$ cat config.mk
export PLATFORM = sky130hd
export DESIGN_NAME = bcd_disp_mux_3_flat
export DESIGN_NICKNAME = d
export VERILOG_FILES = /design/src/rtl/bcd_disp_mux_3_if.sv /design/src/rtl/bcd_disp_mux_3.sv /design/src/flat_wrapper.sv
export SDC_FILE = /design/constraint.sdc
export NUM_CORES = 1
export LEC_CHECK = 0
export CORE_MARGIN = 3
export CORE_UTILIZATION = 45
export CTS_CLUSTER_DIAMETER = 200
export DETAILED_ROUTE_END_ITERATION = 8
export PLACE_DENSITY = 0.68
export SLEW_MARGIN = 5
export SYNTH_ARGS = -nofsm -noshare
export SYNTH_HDL_FRONTEND = slang
export SYNTH_SLANG_ARGS = --single-unit
$ cat constraint.sdc
create_clock -name clk -period 2.6 [get_ports clk]
set_clock_uncertainty 0.2 [all_clocks]
set_input_delay 0.26 -clock clk [delete_from_list [all_inputs] [get_ports clk]]
set_output_delay 0.26 -clock clk [all_outputs]
set_load 0.05 [all_outputs]
$ cat src/rtl/bcd_disp_mux_3_if.sv
// rtl/bcd_disp_mux_3_if.sv - BCD value in, multiplexed seven-segment drive out
interface bcd_disp_mux_3_if;
  logic [11:0] bcd;
  logic        overflow;
  logic        blank_lz;
  logic [3:0]  an;
  logic [7:0]  sseg;

  modport master (
    output bcd,
    output overflow,
    output blank_lz,
    input  an,
    input  sseg
  );

  modport slave (
    input  bcd,
    input  overflow,
    input  blank_lz,
    output an,
    output sseg
  );
endinterface

$ cat src/rtl/bcd_disp_mux_3.sv
// rtl/bcd_disp_mux_3.sv - 4-digit common-anode scan driver for a 3-digit BCD value
// Inputs are snapshotted on the refresh wrap so one scan frame never mixes values.
module bcd_disp_mux_3 #(
  parameter int N = 18
) (
  input  logic              clk,
  input  logic              reset,
  bcd_disp_mux_3_if.slave   disp
);

  localparam logic [N-1:0] Q_MAX = '1;
  localparam logic [N-1:0] Q_ONE = {{(N-1){1'b0}}, 1'b1};

  localparam logic [7:0] SEG_BLANK = 8'hFF;
  localparam logic [7:0] SEG_ONE   = 8'hF9;
  localparam logic [7:0] SEG_ERR   = 8'h86;

  logic [N-1:0] q_q,        q_d;
  logic [11:0]  snap_bcd_q, snap_bcd_d;
  logic         snap_ov_q,  snap_ov_d;
  logic [3:0]   an_q,       an_d;
  logic [7:0]   sseg_q,     sseg_d;

  logic [1:0]   sel;
  logic         wrap;
  logic [3:0]   nib;
  logic         blank;
  logic         hund_zero;
  logic         tens_zero;

  function automatic logic [7:0] seg_decode(input logic [3:0] v);
    logic [7:0] s;
    case (v)
      4'd0:    s = 8'hC0;
      4'd1:    s = 8'hF9;
      4'd2:    s = 8'hA4;
      4'd3:    s = 8'hB0;
      4'd4:    s = 8'h99;
      4'd5:    s = 8'h92;
      4'd6:    s = 8'h82;
      4'd7:    s = 8'hF8;
      4'd8:    s = 8'h80;
      4'd9:    s = 8'h90;
      default: s = SEG_ERR;
    endcase
    return s;
  endfunction

  always_comb begin
    sel  = q_q[N-1:N-2];
    wrap = (q_q == Q_MAX);
    q_d  = q_q + Q_ONE;

    snap_bcd_d = wrap ? disp.bcd      : snap_bcd_q;
    snap_ov_d  = wrap ? disp.overflow : snap_ov_q;
  end

  // An invalid nibble (>9) is nonzero here, so it is never blanked.
  always_comb begin
    hund_zero = (snap_bcd_q[11:8] == 4'd0);
    tens_zero = (snap_bcd_q[7:4]  == 4'd0);
    nib       = 4'd0;
    blank     = 1'b0;
    case (sel)
      2'd0: begin
        nib   = snap_bcd_q[3:0];
        blank = 1'b0;
      end
      2'd1: begin
        nib   = snap_bcd_q[7:4];
        blank = disp.blank_lz && hund_zero && tens_zero;
      end
      2'd2: begin
        nib   = snap_bcd_q[11:8];
        blank = disp.blank_lz && hund_zero;
      end
      default: begin
        nib   = 4'd0;
        blank = 1'b0;
      end
    endcase
  end

  always_comb begin
    an_d = ~(4'b0001 << sel);
    if (sel == 2'd3) begin
      sseg_d = snap_ov_q ? SEG_ONE : SEG_BLANK;
    end else if (blank) begin
      sseg_d = SEG_BLANK;
    end else begin
      sseg_d = seg_decode(nib);
    end
  end

  always_ff @(posedge clk or posedge reset) begin
    if (reset) begin
      q_q        <= '0;
      snap_bcd_q <= 12'h000;
      snap_ov_q  <= 1'b0;
      an_q       <= 4'b1111;
      sseg_q     <= SEG_BLANK;
    end else begin
      q_q        <= q_d;
      snap_bcd_q <= snap_bcd_d;
      snap_ov_q  <= snap_ov_d;
      an_q       <= an_d;
      sseg_q     <= sseg_d;
    end
  end

  assign disp.an   = an_q;
  assign disp.sseg = sseg_q;

endmodule

$ cat src/flat_wrapper.sv
// flat-port wrapper written by rule: the top's interface ports become plain ports
module bcd_disp_mux_3_flat 
#(
  parameter int N = 18
)
  (clk, reset, disp_bcd, disp_overflow, disp_blank_lz, disp_an, disp_sseg);
  bcd_disp_mux_3_if disp_i ();
  input  logic clk;
  input  logic reset;
  input wire logic [$bits(disp_i.bcd)-1:0] disp_bcd;
  input wire logic [$bits(disp_i.overflow)-1:0] disp_overflow;
  input wire logic [$bits(disp_i.blank_lz)-1:0] disp_blank_lz;
  output wire logic [$bits(disp_i.an)-1:0] disp_an;
  output wire logic [$bits(disp_i.sseg)-1:0] disp_sseg;
  assign disp_i.bcd = disp_bcd;
  assign disp_i.overflow = disp_overflow;
  assign disp_i.blank_lz = disp_blank_lz;
  assign disp_an = disp_i.an;
  assign disp_sseg = disp_i.sseg;
  bcd_disp_mux_3 #(.N(N)) u_core (.clk(clk), .reset(reset), .disp(disp_i));
endmodule
=== Word level (Yosys, flattened, before mapping) ===
Memory sizes are Yosys's and may differ from the RTL's.
Cells that the tools add are included.

* Memory bits (read-only): 112
* Word-level logic and storage cells: 23
* Register bits after elaboration: 43
* Memories: 1

* Eq/ne operators: 4
* Bitwise operators: 1
* Muxes and demuxes: 5
* Reduce and logical (&&, ||, !) cells: 5
* Shift operators: 1
* $add $sub $neg: 1

{| class="wikitable"
|+ Memories
! memory !! words !! width !! rd ports !! clocked after Yosys merged registers in !! wr ports !! RTL line !! text
|-
| (no name shown) || 16 || 7 || 1 || 0 || 0 || bcd_disp_mux_3.sv:33 || <nowiki>case (v)</nowiki>
|}

{| class="wikitable"
|+ Operator list
! kind !! count
|-
| $add 18x1->18 const B || 1
|-
| $eq 18x18->1 const B || 1
|-
| $mux 8 || 2
|-
| $pmux 4 s3 || 1
|-
| $logic_not 4->1 || 2
|-
| $eq 2x2->1 const B || 2
|-
| $not 4->4 || 1
|-
| $shl 1x2->4 const A || 1
|-
| $mux 3 || 1
|-
| $eq 2x1->1 const B || 1
|-
| $logic_and 1x1->1 || 2
|-
| $logic_not 2->1 || 1
|-
| $pmux 1 s2 || 1
|}

=== Longest topological paths before layout ===
* Depth in word-level cells: 6
* Mapped depth: 9

=== Least setup slack after synthesis ===
OpenSTA, ideal clock, no wires.

* Kind: flip-flop to flip-flop
* From: reg u_core.q_q[16]
* To: reg u_core.sseg_q[3], in the netlist u_core.disp.sseg[3]
* Path slack: 476 ps
* Setup time: 72 ps
* Buffers on the path: 0
* Cell stages (with the launch flop): 7
* Arrival: 1852 ps
* Cells stage by stage: dfrtp_1 inv_1 ha_1 a222oi_1 nor2_1 a21o_1 o21ai_1

* Longest elaborated chain between the ends: 5
* Elaborated cells on any way between the ends: 9

{| class="wikitable"
|+ Ends and longest elaborated chain
! item !! RTL line !! text
|-
| start, declared || bcd_disp_mux_3.sv:18 || <nowiki>logic [N-1:0] q_q, q_d;</nowiki>
|-
| start signal, assigned || bcd_disp_mux_3.sv:103 || <nowiki>q_q <= q_d;</nowiki>
|-
| $eq 2x2->1, or another cell as far along || bcd_disp_mux_3.sv:64 || <nowiki>case (sel)</nowiki>
|-
| $pmux 4 s3 || bcd_disp_mux_3.sv:64 ||
|-
| $mem_v2 16x7 || - ||
|-
| $mux 8 || bcd_disp_mux_3.sv:88 || <nowiki>end else if (blank) begin</nowiki>
|-
| $mux 8 (*) || bcd_disp_mux_3.sv:86 || <nowiki>if (sel == 2'd3) begin</nowiki>
|-
| named net u_core.sseg_d[3] || bcd_disp_mux_3.sv:22 || <nowiki>logic [7:0] sseg_q, sseg_d;</nowiki>
|-
| end signal, assigned || bcd_disp_mux_3.sv:107 || <nowiki>sseg_q <= sseg_d;</nowiki>
|-
| end, declared || bcd_disp_mux_3.sv:22 ||
|}

Mark *: on every way through the listed nets, which the timed path passes. The rest lies on a longest branch.
A chain may end at the register's enable or synchronous reset.

=== Worst setup path in the final report ===
Ends and elaborated chain as after synthesis.

==> impl_metrics.json <==
{
  "holdCritPathClass": "in2async",
  "synthFlopType": "dfrtp_1",
  "seq_area_mm2": 0.00106,
  "maxCapViolations": 0,
  "slew_violations": 0,
  "r2r_slack_ps": 120,
  "wirelength_um": 3440,
  "crit_end": "u_core.disp.sseg[3]$_DFF_PP1_",
  "die-area_mm2": 0.00518,
  "antenna_cells": 0,
  "cts_setup_buffers": 0,
  "syn_avg_cell_area_um2": 12.5,
  "dp_slack_ps": 125,
  "yosysMostFrequentCell": "dfrtp_1",
  "multiInputGateArea_um2": 826,
  "arrival_ps": 2480,
  "hold_violations": 0,
  "p_leak_uw": 0.00115,
  "status": "complete, no violations",
  "period_share": 0.952,
  "yosys-top-cells-area": "dfrtp_1 (40%), dfstp_2 (15%), mux2_4 (7.7%)",
  "synth_top_area_cell": "dfrtp_1",
  "worstMarginPinSlew_ps": 578,
  "ys_ff_latch": 42,
  "n_fill_cell": 341,
  "postSynthCellCount": 157,
  "post-route-worst-setup-slack_ps": 125,
  "max_freq_ghz": 0.404,
  "synth_top_area_share": 0.396,
  "viasPerCell": 5.18,
  "initial_core_util": 0.479,
  "worst-r2r-cell-count": 8,
  "synth_common_cells": "dfrtp_1 (31), inv_1 (13), dfstp_2 (11), nor2_1 (11)",
  "grt_max_degree": 43,
  "grt_pass1_wl_um": 5890,
  "max_slew_margin": 0.611,
  "clock_sinks": 42,
  "cts.root.buffer_cell": "clkbuf_8",
  "synth-edff-count": 0,
  "worst_skew_pair.late_latency_ps": 290,
  "setup_viol": 0,
  "cp_max_fo": 5,
  "ys_warn_count": 0,
  "drtIter0Drc": 72,
  "core-area_mm2": 0.00409,
  "first_pass_iters": 5,
  "syn_to_final_growth_pct": 22.1,
  "grt_pass1_vias": 1291,
  "ctsHoldBuffers": 0,
  "h-tree-depth": 2,
  "post_dp_cell_area_mm2": 0.00228,
  "path_clk_slew_ps": 80,
  "nNetsFinal": 219,
  "die_h_um": 72.0,
  "synthArstFlopShare": 1.00,
  "ir_drop_mv": 0.284,
  "cts_tree": "built",
  "rsz0062_at_grt": "false",
  "grt-ovfl-total": 0,
  "track_usage": 0.147,
  "drive_gt1_frac": 0.222,
  "r2r-start": "u_core.q_q[16]$_DFF_PP0_",
  "critical_path.startpoint": "u_core.q_q[16]$_DFF_PP0_",
  "yosysUniqueCellTypes": 33,
  "worst_setup_path_start_kind": "flop",
  "cts_resized": 0,
  "power.density_mw_per_mm2": 515,
  "cts_buffer_depth": 2,
  "hpwl_um": 2620,
  "syn_area_mm2": 0.00196,
  "wire_per_inst_um": 14.1,
  "endpoint_kind": "flop",
  "rows": 23,
  "stdcell_area_mm2": 0.00239,
  "ios": 28,
  "antenna_found_initial": 0,
  "reg2reg_to": "u_core.disp.sseg[3]$_DFF_PP1_",
  "critPathRequiredTime_ps": 2600,
  "synth_nets": 183,
  "critical_path_class": "reg2reg",
  "fp.dieW_um": 72.0,
  "setup_tns_ps": 0,
  "drc_errors": 0,
  "post-route-min-period_ps": 2480,
  "cts_buffers": 5,
  "yosysSeqAreaShare": 0.544,
  "numPortBuffers": 26,
  "num_vias": 1264,
  "globalplace.congestion": 0.895,
  "drtAntennaViolNets": 0
}
==> registers in the layout, summed over array words and instances (netlist names) <==
signal and count:
u_core.snap_ov_q 1, u_core.q_q 18, u_core.disp.an 4, u_core.snap_bcd_q 12, u_core.disp.sseg 7
==> metal layers <==
layer / part of all wire / global-route usage / up-vias
met5: 0 / 0 / -
met4: 0.018 / 0.0585 / 0
met3: 0.039 / 0.0416 / 6
met2: 0.52 / 0.257 / 23
met1: 0.42 / 0.169 / 624
li1: - / - / 611
==> area by class of cell <==
type                       count  share of cell area
clock buffer                   7              0.0361
tap                           50              0.0262
sequential                    42               0.445
multi-input combinational    100               0.345
clock inverter                 1             0.00209
timing repair buffer          31               0.125
inverter                      13              0.0204
==> worst min-delay path by stage <==
stage | startpoint | to
4_1_cts | reset | u_core.q_q[0]$_DFF_PP0_
5_1_grt | reset | u_core.snap_bcd_q[11]$_DFFE_PP0N_
3_3_place_gp | u_core.q_q[15]$_DFF_PP0_ | u_core.q_q[15]$_DFF_PP0_
3_5_place_dp | u_core.q_q[12]$_DFF_PP0_ | u_core.q_q[12]$_DFF_PP0_
6_report | reset | u_core.snap_bcd_q[11]$_DFFE_PP0N_
2_1_floorplan | disp_bcd[0] | u_core.snap_bcd_q[0]$_DFFE_PP0N_
==> power breakdown <==
group          switching, uW  internal [uW]  leakage (uW)
Sequential              10.6            677      0.000504
Combinational           71.8           62.3      0.000594
Clock                    196            214     0.0000482
==> stage by stage <==
stage / std cells / power [uW] / utilization / hold slack, ps
3_3_place_gp: 234 / 828 / 0.559 / 259
2_1_floorplan: 157 / 779 / - / 209
6_report: 244 / 1230 / 0.585 / 188
5_1_grt: 244 / 1290 / 0.585 / 240
4_1_cts: 242 / 1250 / 0.581 / 203
3_5_place_dp: 234 / 832 / 0.559 / 270
==> kinds of logic after synthesis <==
logic type / Yosys count / share of synthesized area
AND/OR/NAND/NOR: 40 / 0.115
AO/OA/AOI/OAI: 17 / 0.0594
multiplexers: 16 / 0.110
buffers and inverters: 15 / 0.0345
XOR/XNOR: 16 / 0.0716
other: 1 / 0.00192
adder cells (fa/ha/maj): 10 / 0.0639
flip-flops: 42 / 0.544
==> cell usage in the layout, fill, tap and decap left out, types with 2 or more instances in the layout <==
cell type,count
mux2_2,4
clkdlybuf4s50_1,26
xor2_1,6
nand2_1,9
a21oi_1,2
mux2i_1,2
dfrtp_1,31
dfstp_2,11
ha_1,10
mux2_4,10
a222oi_1,4
nor2_1,11
nand4_1,2
buf_4,5
o21ai_0,5
xnor2_1,10
nand3_1,6
inv_1,13
clkbuf_8,6
a31oi_1,2
nor4_1,2
nand3_2,3
==> critical path: stages (launching register included) <==
cell and delay, ps:
dfrtp_1 440, inv_1 90, ha_1 270, a222oi_1 500, nor2_1 180, inv_1 140, ha_1 260, a21o_1 170
o21ai_1 140
Power figures use the tool's default switching activity.
